[src/rtl/icache_if.sv]
// rtl/icache_if.sv - fetch-side and memory-side signal bundle for icache
//
// Groups the datapath fetch port, the memory controller instruction port,
// the flush strobe and the performance counters into one interface.
//   slave  : the cache itself (consumes fetch/memory inputs, drives results)
//   master : whoever drives the cache (datapath + memory model)
//
// Signals:
//   imemREN    fetch request            imemaddr   fetch byte address
//   imemload   fetched instruction      ihit       requested word present
//   flush      invalidate all lines     iREN       memory read request
//   iaddr      memory word address      iload      memory read data
//   iwait      memory busy              hit_count  saturating hit cycles
//   miss_count saturating miss count
interface icache_if;
    logic        imemREN;
    logic [31:0] imemaddr;
    logic [31:0] imemload;
    logic        ihit;
    logic        flush;
    logic        iREN;
    logic [31:0] iaddr;
    logic [31:0] iload;
    logic        iwait;
    logic [31:0] hit_count;
    logic [31:0] miss_count;

    modport slave (
        input  imemREN, imemaddr, flush, iload, iwait,
        output imemload, ihit, iREN, iaddr, hit_count, miss_count
    );

    modport master (
        output imemREN, imemaddr, flush, iload, iwait,
        input  imemload, ihit, iREN, iaddr, hit_count, miss_count
    );
endinterface

[src/rtl/icache.sv]
// rtl/icache.sv - direct-mapped one-word-per-line instruction cache
//
// Sits between the datapath fetch port and the memory controller. A tag
// match in IDLE returns the word combinationally with ihit; a miss latches
// the word address, moves to FILL, reads memory until iwait drops, installs
// the word and returns to IDLE, where the request hits on the next cycle.
//
// Ports:
//   CLK  : clock, all state on the rising edge
//   RST  : synchronous active-high reset
//   bus  : icache_if.slave (fetch port, memory port, flush, counters)
//
// Parameters:
//   SETS : number of lines, power of two, >= 2
module icache #(
    parameter int SETS = 16
) (
    input  logic     CLK,
    input  logic     RST,
    icache_if.slave  bus
);
    localparam int IDX   = $clog2(SETS);
    localparam int TAG_W = 30 - IDX;

    typedef enum logic {
        IDLE = 1'b0,
        FILL = 1'b1
    } state_t;

    state_t             r_state;
    logic [SETS-1:0]    r_valid;
    logic [TAG_W-1:0]   r_tag  [SETS];
    logic [31:0]        r_data [SETS];
    logic [31:0]        r_miss_addr;
    logic               r_iren;
    logic [31:0]        r_hit_count;
    logic [31:0]        r_miss_count;

    logic [IDX-1:0]     w_idx;
    logic [TAG_W-1:0]   w_tag;
    logic [IDX-1:0]     w_fill_idx;
    logic [TAG_W-1:0]   w_fill_tag;
    logic               w_hit;
    logic               w_unused_addr_lsbs;

    assign w_idx      = bus.imemaddr[IDX+1:2];
    assign w_tag      = bus.imemaddr[31:IDX+2];
    assign w_fill_idx = r_miss_addr[IDX+1:2];
    assign w_fill_tag = r_miss_addr[31:IDX+2];

    // Byte offset within the word is irrelevant to a word-wide cache.
    assign w_unused_addr_lsbs = &{1'b0, bus.imemaddr[1:0]};

    // Hit only in IDLE: while filling, the fetch is stalled regardless of
    // what the datapath is presenting.
    assign w_hit = (r_state == IDLE) && bus.imemREN && r_valid[w_idx]
                   && (r_tag[w_idx] == w_tag);

    assign bus.ihit       = w_hit;
    assign bus.imemload   = w_hit ? r_data[w_idx] : 32'd0;
    assign bus.iREN       = r_iren;
    // r_miss_addr keeps its last value after a fill, so gate it for IDLE.
    assign bus.iaddr      = r_iren ? r_miss_addr : 32'd0;
    assign bus.hit_count  = r_hit_count;
    assign bus.miss_count = r_miss_count;

    always_ff @(posedge CLK) begin
        if (RST) begin
            r_state      <= IDLE;
            r_valid      <= '0;
            r_miss_addr  <= 32'd0;
            r_iren       <= 1'b0;
            r_hit_count  <= 32'd0;
            r_miss_count <= 32'd0;
        end else begin
            if (w_hit && (r_hit_count != 32'hFFFF_FFFF)) begin
                r_hit_count <= r_hit_count + 32'd1;
            end

            case (r_state)
                IDLE: begin
                    if (bus.imemREN && !w_hit) begin
                        r_miss_addr <= {bus.imemaddr[31:2], 2'b00};
                        r_iren      <= 1'b1;
                        r_state     <= FILL;
                        if (r_miss_count != 32'hFFFF_FFFF) begin
                            r_miss_count <= r_miss_count + 32'd1;
                        end
                    end
                end
                FILL: begin
                    if (!bus.iwait) begin
                        r_data[w_fill_idx]  <= bus.iload;
                        r_tag[w_fill_idx]   <= w_fill_tag;
                        r_valid[w_fill_idx] <= 1'b1;
                        r_iren              <= 1'b0;
                        r_state             <= IDLE;
                    end
                end
                default: begin
                    r_iren  <= 1'b0;
                    r_state <= IDLE;
                end
            endcase

            // Placed after the fill so a coincident flush leaves the newly
            // filled line invalid; tags and data are kept.
            if (bus.flush) begin
                r_valid <= '0;
            end
        end
    end
endmodule

[src/flat_wrapper.sv]
// flat-port wrapper written by rule: the top's interface ports become plain ports
module icache_flat 
#(
    parameter int SETS = 16
)
  (CLK, RST, bus_imemREN, bus_imemaddr, bus_flush, bus_iload, bus_iwait, bus_imemload, bus_ihit, bus_iREN, bus_iaddr, bus_hit_count, bus_miss_count);
  icache_if bus_i ();
  input  logic CLK;
  input  logic RST;
  input wire logic [$bits(bus_i.imemREN)-1:0] bus_imemREN;
  input wire logic [$bits(bus_i.imemaddr)-1:0] bus_imemaddr;
  input wire logic [$bits(bus_i.flush)-1:0] bus_flush;
  input wire logic [$bits(bus_i.iload)-1:0] bus_iload;
  input wire logic [$bits(bus_i.iwait)-1:0] bus_iwait;
  output wire logic [$bits(bus_i.imemload)-1:0] bus_imemload;
  output wire logic [$bits(bus_i.ihit)-1:0] bus_ihit;
  output wire logic [$bits(bus_i.iREN)-1:0] bus_iREN;
  output wire logic [$bits(bus_i.iaddr)-1:0] bus_iaddr;
  output wire logic [$bits(bus_i.hit_count)-1:0] bus_hit_count;
  output wire logic [$bits(bus_i.miss_count)-1:0] bus_miss_count;
  assign bus_i.imemREN = bus_imemREN;
  assign bus_i.imemaddr = bus_imemaddr;
  assign bus_i.flush = bus_flush;
  assign bus_i.iload = bus_iload;
  assign bus_i.iwait = bus_iwait;
  assign bus_imemload = bus_i.imemload;
  assign bus_ihit = bus_i.ihit;
  assign bus_iREN = bus_i.iREN;
  assign bus_iaddr = bus_i.iaddr;
  assign bus_hit_count = bus_i.hit_count;
  assign bus_miss_count = bus_i.miss_count;
  icache #(.SETS(SETS)) u_core (.CLK(CLK), .RST(RST), .bus(bus_i));
endmodule
[config.mk]
export PLATFORM = sky130hd
export DESIGN_NAME = icache_flat
export DESIGN_NICKNAME = d
export VERILOG_FILES = /design/src/rtl/icache_if.sv /design/src/rtl/icache.sv /design/src/flat_wrapper.sv
export SDC_FILE = /design/constraint.sdc
export NUM_CORES = 1
export LEC_CHECK = 0
export BUFFER_PORTS_ARGS = -buffer_cell sky130_fd_sc_hd__buf_2
export CAP_MARGIN = 5
export CORE_ASPECT_RATIO = 1.1
export CORE_MARGIN = 2
export CORE_UTILIZATION = 40
export CTS_CLUSTER_DIAMETER = 200
export DETAILED_ROUTE_END_ITERATION = 8
export GPL_TIMING_DRIVEN = 1
export HOLD_SLACK_MARGIN = 0.08
export SLEW_MARGIN = 20
export SYNTH_ARGS = -nofsm -noshare
export SYNTH_HDL_FRONTEND = slang
export SYNTH_SLANG_ARGS = --single-unit
export TNS_END_PERCENT = 50
[constraint.sdc]
create_clock -name CLK -period 5.2 [get_ports CLK]
set_input_delay 0.26 -clock CLK [delete_from_list [all_inputs] [get_ports CLK]]
set_output_delay 0.26 -clock CLK [all_outputs]
set_load 0.02 [all_outputs]
==> results.py, run 1 <==
metrics = {
    "detailed_routing": {
        "route.detailed.wl_per_inst_um": 25.60,
        "via_per_inst": 5.548,
        "routed-via-count": 21580,
        "route.antenna.remaining_nets": 0,
        "detail_route.drc_violations": 0,
        "routed_wl_um": 99560,
        "detail_route.first_pass.iterations": 5,
        "first_iter_violations": 2096,
    },
    "cts": {
        "htreeDepth": 3,
        "cts.sink_count": 1040,
        "cts-root-buf": "sky130_fd_sc_hd__clkbuf_16",
        "clkSlewWorstSetupHoldPaths_ps": 60,
        "max-clock-path-buffers": 3,
        "insertion_delay_ps": 660,
        "cts_repair_resize_count": 0,
        "clock_tree_from_tritoncts": "built",
        "cts_made_buffers": 106,
    },
    "sta": {
        "fmax_ghz": 0.2100,
        "slew_viol_final": 0,
        "relSlewSlack_pct": 26.65,
        "final_setup_viols": 0,
        "final.period_utilization_pct": 91.58,
        "timing.final.hold_violations": 0,
        "setup_total_negative_slack_ps": 0,
        "final_setup_skew_ps": 24.39,
        "worst_pin_slew_ps": 1098,
        "min_period_ps": 4762,
        "hold_ws_ps": 131.7,
        "grt_setup_unrepaired": "no",
    },
    "pwr": {
        "p_sw_uw": 3551,
        "cellPowerDensity_nw_per_um2": 355.7,
        "seq_power_share_pct": 54.0,
        "share_of_power_burned_in_combinational_logic_pct": 4.7,
        "netSwitchingFraction_pct": 20.80,
        "cell_internal_pwr_uw": 13520,
        "pwr-share-clk_pct": 41.3,
        "vdd.ir_drop.worst_v": 0.0002950,
        "p_leak_uw": 0.01606,
    },
    "global_routing": {
        "vias_in_the_first_global_route": 22090,
        "grt_overflow_total": 0,
        "grt.total_usage_pct": 18.63,
        "grt_start_max_net_pins": 76,
        "grt_pass1_wl_um": 146800,
        "antenna_found_initial": 7,
    },
    "setup_path": {
        "setup.worst_path.start_class": "flip-flop",
        "r2r-end": "u_core.bus.hit_count[15]",
        "worstSetupEndpoint": "bus_imemload[14]",
        "crit_fanout": 33,
        "critPathKind": "reg2out",
        "rrSetupSlack_ps": 1060,
        "rr_startpoint": "u_core.r_tag[2][4]",
        "worstSetupStartpoint": "u_core.r_tag[2][4]",
        "worstRegToRegCells": 10,
        "cp_data_arrival_time_ps": 4500,
        "critPathRequiredTime_ps": 4940,
        "worst_setup_path_end_kind": "primary output",
    },
    "yosys": {
        "synthDistinctLibCells": 60,
        "synth_sequential_area_ratio_pct": 72.80,
        "synth_edf_count": 928,
        "synth_ff_type": "sky130_fd_sc_hd__edfxtp_1",
        "avgSynthCellArea_sq_um": 19.43,
        "synth-async-reset-ratio_pct": 0,
        "post_synth_instance_area_sq_um": 41360,
        "postSynthCellCount": 2129,
        "yosysWarnings": 0,
        "ys_ff_latch": 1040,
    },
    "place": {
        "placed_area_sq_um": 44160,
        "numPortBuffers": 194,
        "place_congestion": 0.7977,
        "dp.final_hpwl_um": 54400,
    },
    "finish": {
        "layout.cells.most_common": "sky130_fd_sc_hd__edfxtp_1",
        "final.fill_count": 8567,
        "mostFrequentLayoutCells": "928 x sky130_fd_sc_hd__edfxtp_1, 243 x sky130_fd_sc_hd__mux4_2, 190 x sky130_fd_sc_hd__buf_2, 111 x sky130_fd_sc_hd__dfxtp_1, 106 x sky130_fd_sc_hd__clkbuf_16",
        "areaGrowthSynthToFinish_pct": 16.04,
        "finish.instance_area_sq_um": 47990,
        "drive_gt1_share_pct": 27.29,
        "finalNetCount": 2497,
    },
    "flow_run": {
        "max-cap-violations": 0,
    },
    "min_path": {
        "min-delay-path-class": "in2reg",
    },
    "floorplanning": {
        "ioPinCount": 199,
        "die_width_um": 310.6,
        "placement_rows": 123,
        "initial_utilization_pct": 40.41,
        "die_height_um": 341.2,
        "fp.dieArea_sq_um": 106000,
        "design.core.area_sq_um": 102300,
    },
    "run_status": {
        "status": "finished, final reports clean",
    },
}
critical path, cell delays in order, from the launching register on:
cell and delay [ps]:
sky130_fd_sc_hd__edfxtp_1 360, sky130_fd_sc_hd__mux4_1 510, sky130_fd_sc_hd__mux2i_1 190, sky130_fd_sc_hd__mux2i_1 120, sky130_fd_sc_hd__xnor2_1 530, sky130_fd_sc_hd__o2111ai_1 230
sky130_fd_sc_hd__or4b_4 610, sky130_fd_sc_hd__or3_2 550, sky130_fd_sc_hd__buf_4 310, sky130_fd_sc_hd__nor2b_1 210, sky130_fd_sc_hd__buf_2 190
synth_stat cells (11+ instances only):
library cell / n / area [sq um]
sky130_fd_sc_hd__edfxtp_1: 928 / 27870
sky130_fd_sc_hd__mux4_2: 243 / 5473
sky130_fd_sc_hd__dfxtp_1: 112 / 2242
sky130_fd_sc_hd__nor2_1: 104 / 390.4
sky130_fd_sc_hd__mux2i_1: 86 / 860.8
sky130_fd_sc_hd__nor2b_1: 70 / 437.9
sky130_fd_sc_hd__clkbuf_1: 62 / 232.7
sky130_fd_sc_hd__a21oi_1: 48 / 240.2
sky130_fd_sc_hd__nand2_1: 40 / 150.1
sky130_fd_sc_hd__and2_1: 38 / 237.7
sky130_fd_sc_hd__mux2_2: 32 / 360.4
sky130_fd_sc_hd__nand3_1: 29 / 145.1
sky130_fd_sc_hd__nand4_1: 28 / 175.2
sky130_fd_sc_hd__buf_2: 25 / 125.1
sky130_fd_sc_hd__xnor2_1: 25 / 219.0
sky130_fd_sc_hd__mux4_1: 22 / 578.1
sky130_fd_sc_hd__or3_1: 19 / 118.9
sky130_fd_sc_hd__nor3_1: 18 / 90.09
sky130_fd_sc_hd__inv_1: 17 / 63.81
sky130_fd_sc_hd__o21ai_0: 17 / 85.08
sky130_fd_sc_hd__nor4_1: 16 / 100.1
sky130_fd_sc_hd__and3_1: 15 / 93.84
sky130_fd_sc_hd__buf_1: 13 / 48.80
sky130_fd_sc_hd__o31ai_1: 13 / 97.59
sky130_fd_sc_hd__or4_1: 12 / 90.09
sky130_fd_sc_hd__buf_4: 11 / 82.58
power groups by stage:
| stage | Sequential [uW] | Clock, uW | Combinational [uW] |
|---|---|---|---|
| global route | 9220 | 7530 | 866 |
| finish | 9210 | 7050 | 806 |
| global placement | 9380 | 0 | 761 |
| CTS | 9210 | 7210 | 816 |
| detailed placement | 9390 | 0 | 773 |
| floorplan | 9350 | 0 | 513 |
metal layers:
metal  up-vias  GRT usage [%]  wire (um)
li1       9296              -          -
met1     11380          25.46      41900
met2       748          30.84      49040
met3       146          2.982       6040
met4         8          5.754       2524
met5         -              0         50
final cells by class:
class | instances | area, sq um | share of cell area, %
Inverter | 18 | 70.07 | 0.1460
Multi-Input combinational cell | 952 | 10720 | 22.33
Clock inverter | 43 | 315.3 | 0.6570
Tap cell | 1375 | 1720 | 3.585
Timing Repair Buffer | 308 | 2176 | 4.534
Clock buffer | 149 | 2874 | 5.989
Sequential cell | 1040 | 30110 | 62.74
Antenna cell | 4 | 10.01 | 0.02086
flip-flops by register name, indices dropped and copies added (netlist names):
name	flops
u_core.r_valid	16
u_core.bus.miss_count	32
u_core.r_data	512
u_core.r_tag	416
u_core.r_miss_addr	30
u_core.bus.iREN	1
u_core.r_state	1
u_core.bus.hit_count	32
cell families (layout without fill, tap and decap cells):
logic type | Yosys count | in the layout | share of synthesized area, %
and+or+nand+nor | 420 | 420 | 5.543
AOI/OAI and AO/OA | 111 | 111 | 1.676
xor gates and xnor gates | 34 | 34 | 0.7201
other | 1 | 6 | 0.009068
DFF | 1040 | 1040 | 72.80
muxes | 383 | 383 | 17.58
adders and majority gates | 2 | 2 | 0.06050
buffers and inverters | 138 | 518 | 1.603
timing repair:
item / CTS / global route
endpoints found under the hold margin: 555 / 0
hold buffers: 60 / 0
buffers inserted: 0 / 0
worst min path at each step:
stage,slack (ps),end,depth (start not counted),start
3_3_place_gp,440,u_core.r_valid[7],2,u_core.r_valid[7]
3_5_place_dp,450,u_core.r_valid[8],2,u_core.r_valid[8]
6_report,130,u_core.r_miss_addr[6],2,RST
2_1_floorplan,360,u_core.r_data[0][0],0,bus_iload[0]
4_1_cts,100,u_core.r_miss_addr[2],3,bus_imemaddr[2]
5_1_grt,150,u_core.r_miss_addr[22],2,RST
metrics by stage:
step	cells	total power (uW)	setup slack (ps)	util, %
after floorplan	2130	9866	1285	-
after global placement	3632	10140	520.0	43.15
after detailed placement	3632	10160	518.9	43.15
after CTS	3884	17240	356.4	46.86
after global routing	3887	17620	335.5	46.89
final	3889	17070	438.1	46.89
(Power assumes the default switching activity.)
==> run 2, diff against run 1 <==
- CORE_MARGIN: 2 -> default
- clock period: 5.2 -> 4.7 ns (I/O delays scaled with it)
==> run 2 against run 1 <==
Global-route usage increased by 0.26 points; clock skew up 15 ps; sequential cell count stayed put; largest cell class unchanged; largest power group unchanged; highest routed layer unchanged.
==> results.py, run 2 (synthesis results as in run 1) <==
metrics = {
    "floorplanning": {
        "placement_rows": 123,
        "die_height_um": 339.2,
        "die_width_um": 308.6,
        "initial_utilization_pct": 40.41,
        "ioPinCount": 199,
        "design.core.area_sq_um": 102300,
        "fp.dieArea_sq_um": 104700,
    },
    "cts": {
        "clkSlewWorstSetupHoldPaths_ps": 60,
        "cts_made_buffers": 104,
        "clock_tree_from_tritoncts": "built",
        "cts-root-buf": "sky130_fd_sc_hd__clkbuf_16",
        "cts_post_setup_buffers_inserted": 0,
        "cts.sink_count": 1040,
        "insertion_delay_ps": 680,
        "max-clock-path-buffers": 3,
        "htreeDepth": 3,
    },
    "place": {
        "numPortBuffers": 194,
        "place_congestion": 0.8046,
        "dp.final_hpwl_um": 54160,
        "placed_cells_incl_taps": 3648,
    },
    "setup_path": {
        "critical-path-max-stage-delay_ps": 620,
        "worst_setup_path_end_kind": "primary output",
        "path_cells": "mux4_1 -> mux2i_1 -> mux2i_1 -> xor2_1 -> or4_1 -> or3_4 -> or3_2 -> buf_6 -> nor2b_1 -> buf_2",
        "critPathRequiredTime_ps": 4470,
        "cp_data_arrival_time_ps": 4260,
        "path_common_cell": "sky130_fd_sc_hd__mux2i_1",
        "critical_path.n_buffers_inverters": 2,
        "setup.worst_path.start_class": "flip-flop",
        "critPathSlowestCell": "sky130_fd_sc_hd__or4_1",
        "critPathKind": "reg2out",
        "critPathTopFamily": "simple AND/OR/NAND/NOR gates",
        "crit_fanout": 33,
    },
    "sta": {
        "grt_setup_unrepaired": "no",
        "setup_total_negative_slack_ps": 0,
        "final_setup_viols": 0,
        "worst_pin_slew_ps": 1017,
        "final_setup_skew_ps": 39.58,
        "fmax_ghz": 0.2225,
        "slew_viol_final": 0,
        "relSlewSlack_pct": 31.56,
        "min_period_ps": 4495,
        "timing.final.hold_violations": 0,
        "final.period_utilization_pct": 95.63,
    },
    "finish": {
        "layout.cells.non_filler": 3909,
        "layout.cells.most_common": "sky130_fd_sc_hd__edfxtp_1",
        "multiInputGateArea_sq_um": 10720,
        "finalNetCount": 2511,
        "final.fill_count": 8512,
        "largest_registers": "u_core.r_data: 512 flops, u_core.r_tag: 416 flops",
        "register_cell_area_after_layout_sq_um": 30110,
        "areaGrowthSynthToFinish_pct": 16.92,
        "drive_gt1_share_pct": 28.53,
        "largest_register_ffs": 512,
        "largest_register": "u_core.r_data",
        "mostFrequentLayoutCells": "928 x sky130_fd_sc_hd__edfxtp_1, 243 x sky130_fd_sc_hd__mux4_2, 190 x sky130_fd_sc_hd__buf_2, 111 x sky130_fd_sc_hd__dfxtp_1, 106 x sky130_fd_sc_hd__clkbuf_16",
    },
    "global_routing": {
        "grt_start_max_net_pins": 76,
        "vias_in_the_first_global_route": 21960,
        "grt.total_usage_pct": 18.89,
        "grt_overflow_total": 0,
        "grt_pass1_wl_um": 145200,
        "antenna_found_initial": 11,
    },
    "detailed_routing": {
        "routed_wl_um": 98970,
        "detail_route.first_pass.iterations": 5,
        "route.detailed.wl_per_inst_um": 25.32,
        "routed-via-count": 21510,
        "detail_route.drc_violations": 0,
        "route.antenna.remaining_nets": 0,
        "first_iter_violations": 2071,
        "via_per_inst": 5.501,
    },
    "flow_run": {
        "max-cap-violations": 0,
    },
    "pwr": {
        "cellPowerDensity_nw_per_um2": 399.5,
        "p_sw_uw": 4100,
        "vdd.ir_drop.worst_v": 0.0002962,
        "cell_internal_pwr_uw": 15220,
        "pwr-share-clk_pct": 42.6,
        "share_of_power_burned_in_combinational_logic_pct": 4.7,
        "netSwitchingFraction_pct": 21.22,
        "seq_power_share_pct": 52.8,
        "p_leak_uw": 0.01622,
    },
    "min_path": {
        "min-delay-path-class": "in2reg",
    },
    "run_status": {
        "status": "finished, final reports clean",
    },
}
[run 2: changes by cell type in the layout (fill, tap and decap cells not counted), sizes merged]
cell,delta
bufinv,+6
clkinvlp,+10
buf,+16
diode,+3
inv,+3
clkinv,+8
clkbuf,-26
[run 2: stage by stage]
stage	cell area [sq um]	hold WS, ps	total power, uW	util [%]	setup slack, ps
after floorplan	41360	333.9	10920	-	784.5
after global placement	44310	441.6	11230	43.29	216.6
after detailed placement	44310	460.4	11260	43.29	272.8
after CTS	48310	135.6	19480	47.21	46.40
after global routing	48350	202.0	19880	47.24	23.75
final	48350	171.4	19320	47.25	205.3
[run 2: worst paths after layout]
path | start | end | slack (ps) | cells after the start
max | u_core.r_tag[4][5] | bus_imemload[12] | 210 | 10
min | RST | u_core.r_miss_addr[31] | 170 | 2
max reg2reg | u_core.r_tag[4][5] | u_core.bus.hit_count[15] | 730 | 10
min reg2reg | u_core.r_valid[5] | u_core.r_valid[5] | 470 | 2
[run 2: what timing repair did]
action | 4_1_cts | 5_1_grt
gates resized for setup | 0 | 1
hold buffers | 60 | 0
endpoints found under the hold margin | 556 | 0
endpoints found under the setup margin | 0 | 30
[run 2: layout make-up]
class                      instances  share of cell area [%]
antenna                            7                 0.03623
clock buffer                     123                   5.618
clock inverter                    70                   1.421
inverter                          18                  0.1449
multi-input combinational        952                   22.16
sequential                      1040                   62.27
tap                             1375                   3.558
timing repair buffer             324                   4.792
[run 2: worst register-to-register path, delay by kind of cell (launching register included)]
kind                   cells  cell delay (ps)
AND/OR/NAND/NOR            4             1900
buffers and inverters      1              230
flip-flops                 1              380
multiplexers               4             1140
XOR/XNOR                   1              240
[run 2: power groups by stage]
stage,clock [uW],sequential (uW),combinational [uW]
4_1_cts,8370,10200,917
6_report,8220,10200,903
3_5_place_dp,0,10400,869
2_1_floorplan,0,10300,567
3_3_place_gp,0,10400,856
5_1_grt,8710,10200,972
[run 2: metal layers]
metal	up-vias	global-route usage, %	share of wire, %
li1	9315	-	-
met1	11380	26.03	42
met2	681	31.27	49
met3	119	3.290	6.5
met4	8	4.415	1.7
met5	-	0	0.046
